===== src/rtl/calc1_port_driver_if.sv =====
// Operation and result handshake channels between a client and one calc1 port driver.
interface calc1_port_driver_if;
    // Operation channel (client -> driver)
    logic        op_valid;
    logic        op_ready;
    logic [3:0]  op_cmd;
    logic [31:0] op_data1;
    logic [31:0] op_data2;

    // Result channel (driver -> client)
    logic        res_valid;
    logic        res_ready;
    logic [1:0]  res_resp;
    logic [31:0] res_data;

    // Client side: offers operations and consumes results
    modport master (
        output op_valid, op_cmd, op_data1, op_data2, res_ready,
        input  op_ready, res_valid, res_resp, res_data
    );

    // Driver side
    modport slave (
        input  op_valid, op_cmd, op_data1, op_data2, res_ready,
        output op_ready, res_valid, res_resp, res_data
    );
endinterface


===== src/rtl/calc1_port_driver.sv =====
// Upstream driver for one calc1 request port: accepts a full operation, serialises it into
// calc1's two-cycle request format, waits (with timeout) for the response and hands it back.
module calc1_port_driver #(
    parameter int unsigned TIMEOUT_CYCLES = 64,
    parameter int unsigned CNT_W          = 16
) (
    input  logic                 c_clk,
    input  logic                 reset_n,
    calc1_port_driver_if.slave   port,
    output logic [3:0]           req_cmd_out,
    output logic [31:0]          req_data_out,
    input  logic [1:0]           out_resp,
    input  logic [31:0]          out_data,
    output logic                 busy,
    output logic                 stray_resp,
    output logic [CNT_W-1:0]     done_count
);

    localparam logic [15:0] TimerLast = 16'(TIMEOUT_CYCLES - 1);

    typedef enum logic [2:0] {
        StIdle,
        StSend1,
        StSend2,
        StWait,
        StHold
    } state_e;

    state_e            state_q, state_d;
    logic [31:0]       data2_q, data2_d;
    logic [3:0]        req_cmd_q, req_cmd_d;
    logic [31:0]       req_data_q, req_data_d;
    logic              res_valid_q, res_valid_d;
    logic [1:0]        res_resp_q, res_resp_d;
    logic [31:0]       res_data_q, res_data_d;
    logic [15:0]       timer_q, timer_d;
    logic              stray_q, stray_d;
    logic [CNT_W-1:0]  count_q, count_d;

    // State and registered outputs
    always_ff @(posedge c_clk or negedge reset_n) begin
        if (!reset_n) begin
            state_q     <= StIdle;
            data2_q     <= '0;
            req_cmd_q   <= '0;
            req_data_q  <= '0;
            res_valid_q <= 1'b0;
            res_resp_q  <= '0;
            res_data_q  <= '0;
            timer_q     <= '0;
            stray_q     <= 1'b0;
            count_q     <= '0;
        end else begin
            state_q     <= state_d;
            data2_q     <= data2_d;
            req_cmd_q   <= req_cmd_d;
            req_data_q  <= req_data_d;
            res_valid_q <= res_valid_d;
            res_resp_q  <= res_resp_d;
            res_data_q  <= res_data_d;
            timer_q     <= timer_d;
            stray_q     <= stray_d;
            count_q     <= count_d;
        end
    end

    // Next-state: request serialisation, response capture, timeout and handoff
    always_comb begin
        state_d     = state_q;
        data2_d     = data2_q;
        req_cmd_d   = req_cmd_q;
        req_data_d  = req_data_q;
        res_valid_d = res_valid_q;
        res_resp_d  = res_resp_q;
        res_data_d  = res_data_q;
        timer_d     = timer_q;
        count_d     = count_q;
        // Any response outside WAIT is unsolicited; it only raises the sticky flag.
        stray_d     = stray_q | ((out_resp != 2'd0) && (state_q != StWait));

        unique case (state_q)
            StIdle: begin
                if (port.op_valid) begin
                    if (port.op_cmd == 4'd0) begin
                        // Null command never reaches calc1; report it as invalid.
                        res_valid_d = 1'b1;
                        res_resp_d  = 2'd2;
                        res_data_d  = '0;
                        state_d     = StHold;
                    end else begin
                        req_cmd_d  = port.op_cmd;
                        req_data_d = port.op_data1;
                        data2_d    = port.op_data2;
                        state_d    = StSend1;
                    end
                end
            end
            StSend1: begin
                req_cmd_d  = '0;
                req_data_d = data2_q;
                state_d    = StSend2;
            end
            StSend2: begin
                req_cmd_d  = '0;
                req_data_d = '0;
                timer_d    = '0;
                state_d    = StWait;
            end
            StWait: begin
                timer_d = timer_q + 16'd1;
                // Response takes priority over a timeout in the same cycle.
                if (out_resp != 2'd0) begin
                    res_valid_d = 1'b1;
                    res_resp_d  = out_resp;
                    res_data_d  = out_data;
                    state_d     = StHold;
                end else if (timer_q == TimerLast) begin
                    res_valid_d = 1'b1;
                    res_resp_d  = 2'd3;
                    res_data_d  = '0;
                    state_d     = StHold;
                end
            end
            StHold: begin
                if (res_valid_q && port.res_ready) begin
                    res_valid_d = 1'b0;
                    count_d     = count_q + 1'b1;
                    state_d     = StIdle;
                end
            end
            default: state_d = StIdle;
        endcase
    end

    assign port.op_ready  = (state_q == StIdle);
    assign busy           = (state_q != StIdle);
    assign port.res_valid = res_valid_q;
    assign port.res_resp  = res_resp_q;
    assign port.res_data  = res_data_q;
    assign req_cmd_out    = req_cmd_q;
    assign req_data_out   = req_data_q;
    assign stray_resp     = stray_q;
    assign done_count     = count_q;

endmodule


===== src/flat_wrapper.sv =====
// flat-port wrapper written by rule: the top's interface ports become plain ports
module calc1_port_driver_flat 
#(
    parameter int unsigned TIMEOUT_CYCLES = 64,
    parameter int unsigned CNT_W          = 16
)
  (c_clk, reset_n, req_cmd_out, req_data_out, out_resp, out_data, busy, stray_resp, done_count, port_op_valid, port_op_cmd, port_op_data1, port_op_data2, port_res_ready, port_op_ready, port_res_valid, port_res_resp, port_res_data);
  calc1_port_driver_if port_i ();
  input  logic c_clk;
  input  logic reset_n;
  output logic [3:0] req_cmd_out;
  output logic [31:0] req_data_out;
  input  logic [1:0] out_resp;
  input  logic [31:0] out_data;
  output logic busy;
  output logic stray_resp;
  output logic [CNT_W-1:0] done_count;
  input wire logic [$bits(port_i.op_valid)-1:0] port_op_valid;
  input wire logic [$bits(port_i.op_cmd)-1:0] port_op_cmd;
  input wire logic [$bits(port_i.op_data1)-1:0] port_op_data1;
  input wire logic [$bits(port_i.op_data2)-1:0] port_op_data2;
  input wire logic [$bits(port_i.res_ready)-1:0] port_res_ready;
  output wire logic [$bits(port_i.op_ready)-1:0] port_op_ready;
  output wire logic [$bits(port_i.res_valid)-1:0] port_res_valid;
  output wire logic [$bits(port_i.res_resp)-1:0] port_res_resp;
  output wire logic [$bits(port_i.res_data)-1:0] port_res_data;
  assign port_i.op_valid = port_op_valid;
  assign port_i.op_cmd = port_op_cmd;
  assign port_i.op_data1 = port_op_data1;
  assign port_i.op_data2 = port_op_data2;
  assign port_i.res_ready = port_res_ready;
  assign port_op_ready = port_i.op_ready;
  assign port_res_valid = port_i.res_valid;
  assign port_res_resp = port_i.res_resp;
  assign port_res_data = port_i.res_data;
  calc1_port_driver #(.TIMEOUT_CYCLES(TIMEOUT_CYCLES), .CNT_W(CNT_W)) u_core (.c_clk(c_clk), .reset_n(reset_n), .port(port_i), .req_cmd_out(req_cmd_out), .req_data_out(req_data_out), .out_resp(out_resp), .out_data(out_data), .busy(busy), .stray_resp(stray_resp), .done_count(done_count));
endmodule

===== config.mk =====
export PLATFORM = sky130hd
export DESIGN_NAME = calc1_port_driver_flat
export DESIGN_NICKNAME = d
export VERILOG_FILES = /design/src/rtl/calc1_port_driver_if.sv /design/src/rtl/calc1_port_driver.sv /design/src/flat_wrapper.sv
export SDC_FILE = /design/constraint.sdc
export NUM_CORES = 1
export LEC_CHECK = 0
export ABC_AREA = 1
export CAP_MARGIN = 20
export CORE_ASPECT_RATIO = 0.75
export CORE_MARGIN = 2
export CORE_UTILIZATION = 44
export CTS_BUF_LIST = sky130_fd_sc_hd__clkbuf_2 sky130_fd_sc_hd__clkbuf_4 sky130_fd_sc_hd__clkbuf_8
export DETAILED_ROUTE_END_ITERATION = 10
export PLACE_DENSITY = 0.79
export SYNTH_ARGS = -nofsm -noshare
export SYNTH_HDL_FRONTEND = slang
export SYNTH_SLANG_ARGS = --single-unit

===== constraint.sdc =====
create_clock -name c_clk -period 1.4 [get_ports c_clk]
set_input_delay 0.35 -clock c_clk [delete_from_list [all_inputs] [get_ports c_clk]]
set_output_delay 0.35 -clock c_clk [all_outputs]
set_load 0.03 [all_outputs]

==> flow_metrics.py <==
metrics = {
    "status": {
        "status": "complete, but fails checks",
        "violations": "negative setup slack",
    },
    "grt": {
        "grt_pass1_vias": 6525,
        "grt_max_degree": 36,
        "grt_pass1_wl_microns": 31500,
        "grt_overflow_total": 0,
        "track_usage_pct": 25.6,
        "antenna_found_initial": 0,
    },
    "placed_design": {
        "place_hpwl_microns": 13100,
        "dp_cells": 1228,
        "place.gp.congestion": 0.911,
        "dp_slack_ns": -0.518,
        "port_buffers": 195,
    },
    "power_and_ir_drop": {
        "p_sw_w": 0.0108,
        "leakagePower_nw": 5.55,
        "powerDensity_mw_per_mm2": 2210,
        "p_comb_share_pct": 59.5,
        "swShare_pct": 43.3,
        "p_int_w": 0.0141,
        "clkPwrFrac_pct": 13.9,
        "ir_drop_mv": 1.33,
        "sequentialPowerShare_pct": 26.7,
    },
    "min_path": {
        "hp-class": "input pin to async pin",
    },
    "worst_setup_path": {
        "path_cells": "inv_2, nand2_4, nor2_4, inv_4, buf_6, buf_12, o21ai_4, buf_12, nor2_4, buf_12, nand2_2, nand2_1",
        "arrival_ns": 2.09,
        "cp.buffers_inverters": 6,
        "worst-path-stages": 12,
        "cpLargestDelayFamily": "buffers and inverters",
        "critPathMaxFanout": 7,
        "cp_common_cell": "buf_12",
        "endpoint_kind": "register",
        "critPathSlowestCell": "dfrtp_1",
        "slowest_delay_ns": 0.40,
        "crit_type": "register to register",
        "cp.required_ns": 1.72,
        "reg2regPathDepth": 12,
        "startpoint_type": "register",
    },
    "floorplan": {
        "fp.dieW_microns": 144,
        "ios": 196,
        "design.core.area_sq_mm": 0.0145,
        "initial_utilization_pct": 45.0,
        "row_count": 38,
        "fp.dieArea_sq_mm": 0.0158,
        "die_h_microns": 109,
    },
    "yosys": {
        "synth_top_area_cell": "dfrtp_1",
        "synth.top_cell.area_share_pct": 53.4,
        "yosysSeqAreaShare_pct": 53.4,
        "synth_edf_count": 0,
        "syn-instance-count": 794,
        "synthDistinctLibCells": 36,
        "synth-seq-cells": 139,
        "ys_warn_count": 0,
        "syn_avg_cell_area_sq_um": 8.20,
        "synth_area_sq_mm": 0.00651,
        "synthArstFlopShare_pct": 100,
        "syn_nets": 902,
        "synth_ff_type": "dfrtp_1",
        "synthTopCellsByArea": "dfrtp_1, nand2_1, o21ai_0",
    },
    "cells_and_area": {
        "layout.nets": 1242,
        "fin_util_pct": 78.1,
        "fin_cells": 1346,
        "mostFrequentLayoutCell": "nand2_1",
        "n_fill_cell": 929,
        "mostFrequentLayoutCells": "nand2_1, dfrtp_1, buf_4, clkdlybuf4s50_1, o21ai_0",
        "drive_gt1_share_pct": 40.1,
        "syn2layout_area_growth_pct": 73.4,
        "diodes": 0,
    },
    "timing": {
        "setup_ws_ns": -0.378,
        "maxSlewHeadroom_pct": 72.2,
        "hold-worst-slack_ns": 0.381,
        "fmax_mhz": 563,
        "final_hold_viol_count": 0,
        "rsz0062_at_grt": "true",
        "skew_ns": 0.0146,
        "fin_setup_tns_ns": -34.86,
        "setup_violations": 142,
        "slew_viol_final": 0,
        "final.min_clock_period_ns": 1.78,
        "tightest_slew_ns": 0.412,
        "period_share_pct": 127,
    },
    "clock_network": {
        "cts.sinks": 139,
        "tritoncts": "yes",
        "cts_root_buffer": "clkbuf_8",
        "path_clk_slew_ns": 0.08,
        "cts_made_buffers": 17,
        "clk_latency_ns": 0.44,
        "clock_path_buffers": 2,
        "htreeDepth": 4,
    },
    "routing": {
        "first_iter_violations": 383,
        "dr.pass1.iters": 8,
        "viasPerCell": 5.15,
        "num_vias": 6926,
        "drc_errors": 0,
        "drt_wl_total_microns": 22700,
        "drt-wirelength-per-cell_microns": 16.9,
        "ant_nets": 0,
    },
    "job": {
        "maxCapViolations": 0,
    },
}
## stage by stage
step	power [W]	instance area, sq um
floorplan	0.0124	6540
global placement	0.0165	9180
detailed placement	0.0168	9180
CTS	0.0216	10100
global route	0.0262	11300
finish	0.0249	11300
## worst reg2reg max path, cell delays in order (launching register included)
cell     delay, ns
dfrtp_1       0.40
inv_2         0.10
nand2_4       0.07
nor2_4        0.14
inv_4         0.04
buf_6         0.13
buf_12        0.12
o21ai_4       0.15
buf_12        0.16
nor2_4        0.06
buf_12        0.15
nand2_2       0.06
nand2_1       0.07
## cell families after synthesis
kind of cell,share of synthesized area [%]
and+or+nand+nor,26.0
buffers and inverters,7.52
xor gates and xnor gates,1.61
adders and majority gates,0.384
DFF,53.4
AOI/OAI and AO/OA,11.1
## routing by layer
metal  vias up  routed length, microns  track usage (%)
li1       3226                       -                -
met1      3316                    8900             31.8
met2       315                   11300             44.6
met3        69                    1810             7.53
met4         0                     696             6.03
met5         -                       0                0
## Yosys cell counts, drive strengths merged, types with 2 or more instances
library cell	instances
a21oi	7
buf	22
clkbuf	13
dfrtp	139
ha	2
inv	74
nand2	273
nand3	60
nand4	7
nor2	43
nor3	8
o21ai	125
o22ai	2
xor2	11
## power groups by stage
stage	Sequential, W	Combinational, W	Clock (W)
after floorplan	0.00836	0.00401	0
after global placement	0.00650	0.0100	0
after detailed placement	0.00653	0.0103	0
after CTS	0.00651	0.0116	0.00346
after global routing	0.00679	0.0157	0.00368
final	0.00664	0.0148	0.00346
## flip-flops by register name (all words and copies together) (netlist names)
register	count
u_core.data2_q	32
u_core.port.res_data	32
u_core.req_data_out	32
u_core.done_count	16
u_core.timer_q	16
u_core.req_cmd_out	4
u_core.state_q	3
u_core.port.res_resp	2
u_core.port.res_valid	1
u_core.stray_resp	1
## repair_timing
item	in CTS	in global routing
pin swaps	26	49
setup endpoints to repair	193	198
cloned	7	3
hold endpoints to repair	29	0
hold buffers	1	0
resized for setup	382	260
setup buffers	35	53
## final timing paths
kind                                                         to  slack [ns]                            startpoint
setup / recovery            u_core.req_data_out[26]$_DFFE_PN0P_       -0.38         u_core.state_q[1]$_DFFE_PN0P_
min in group c_clk         u_core.port.res_data[29]$_DFFE_PN0P_        0.46                          out_data[29]
hold / removal                u_core.done_count[13]$_DFFE_PN0P_        0.38                               reset_n
hold reg to reg            u_core.port.res_data[25]$_DFFE_PN0P_        0.48  u_core.port.res_data[25]$_DFFE_PN0P_
max in group asynchronous         u_core.data2_q[9]$_DFFE_PN0P_        0.46                               reset_n
setup reg to reg            u_core.req_data_out[26]$_DFFE_PN0P_       -0.38         u_core.state_q[1]$_DFFE_PN0P_
## area by class of cell
cell class | instances | area [sq um] | area share [%]
Clock buffer | 20 | 263 | 2.33
Clock inverter | 11 | 146 | 1.30
Inverter | 74 | 295 | 2.62
Multi-Input combinational cell | 547 | 3250 | 28.8
Sequential cell | 139 | 3490 | 30.9
Tap cell | 200 | 250 | 2.22
Timing Repair Buffer | 355 | 3600 | 31.9
No activity file was read; power rests on OpenSTA's default activity.
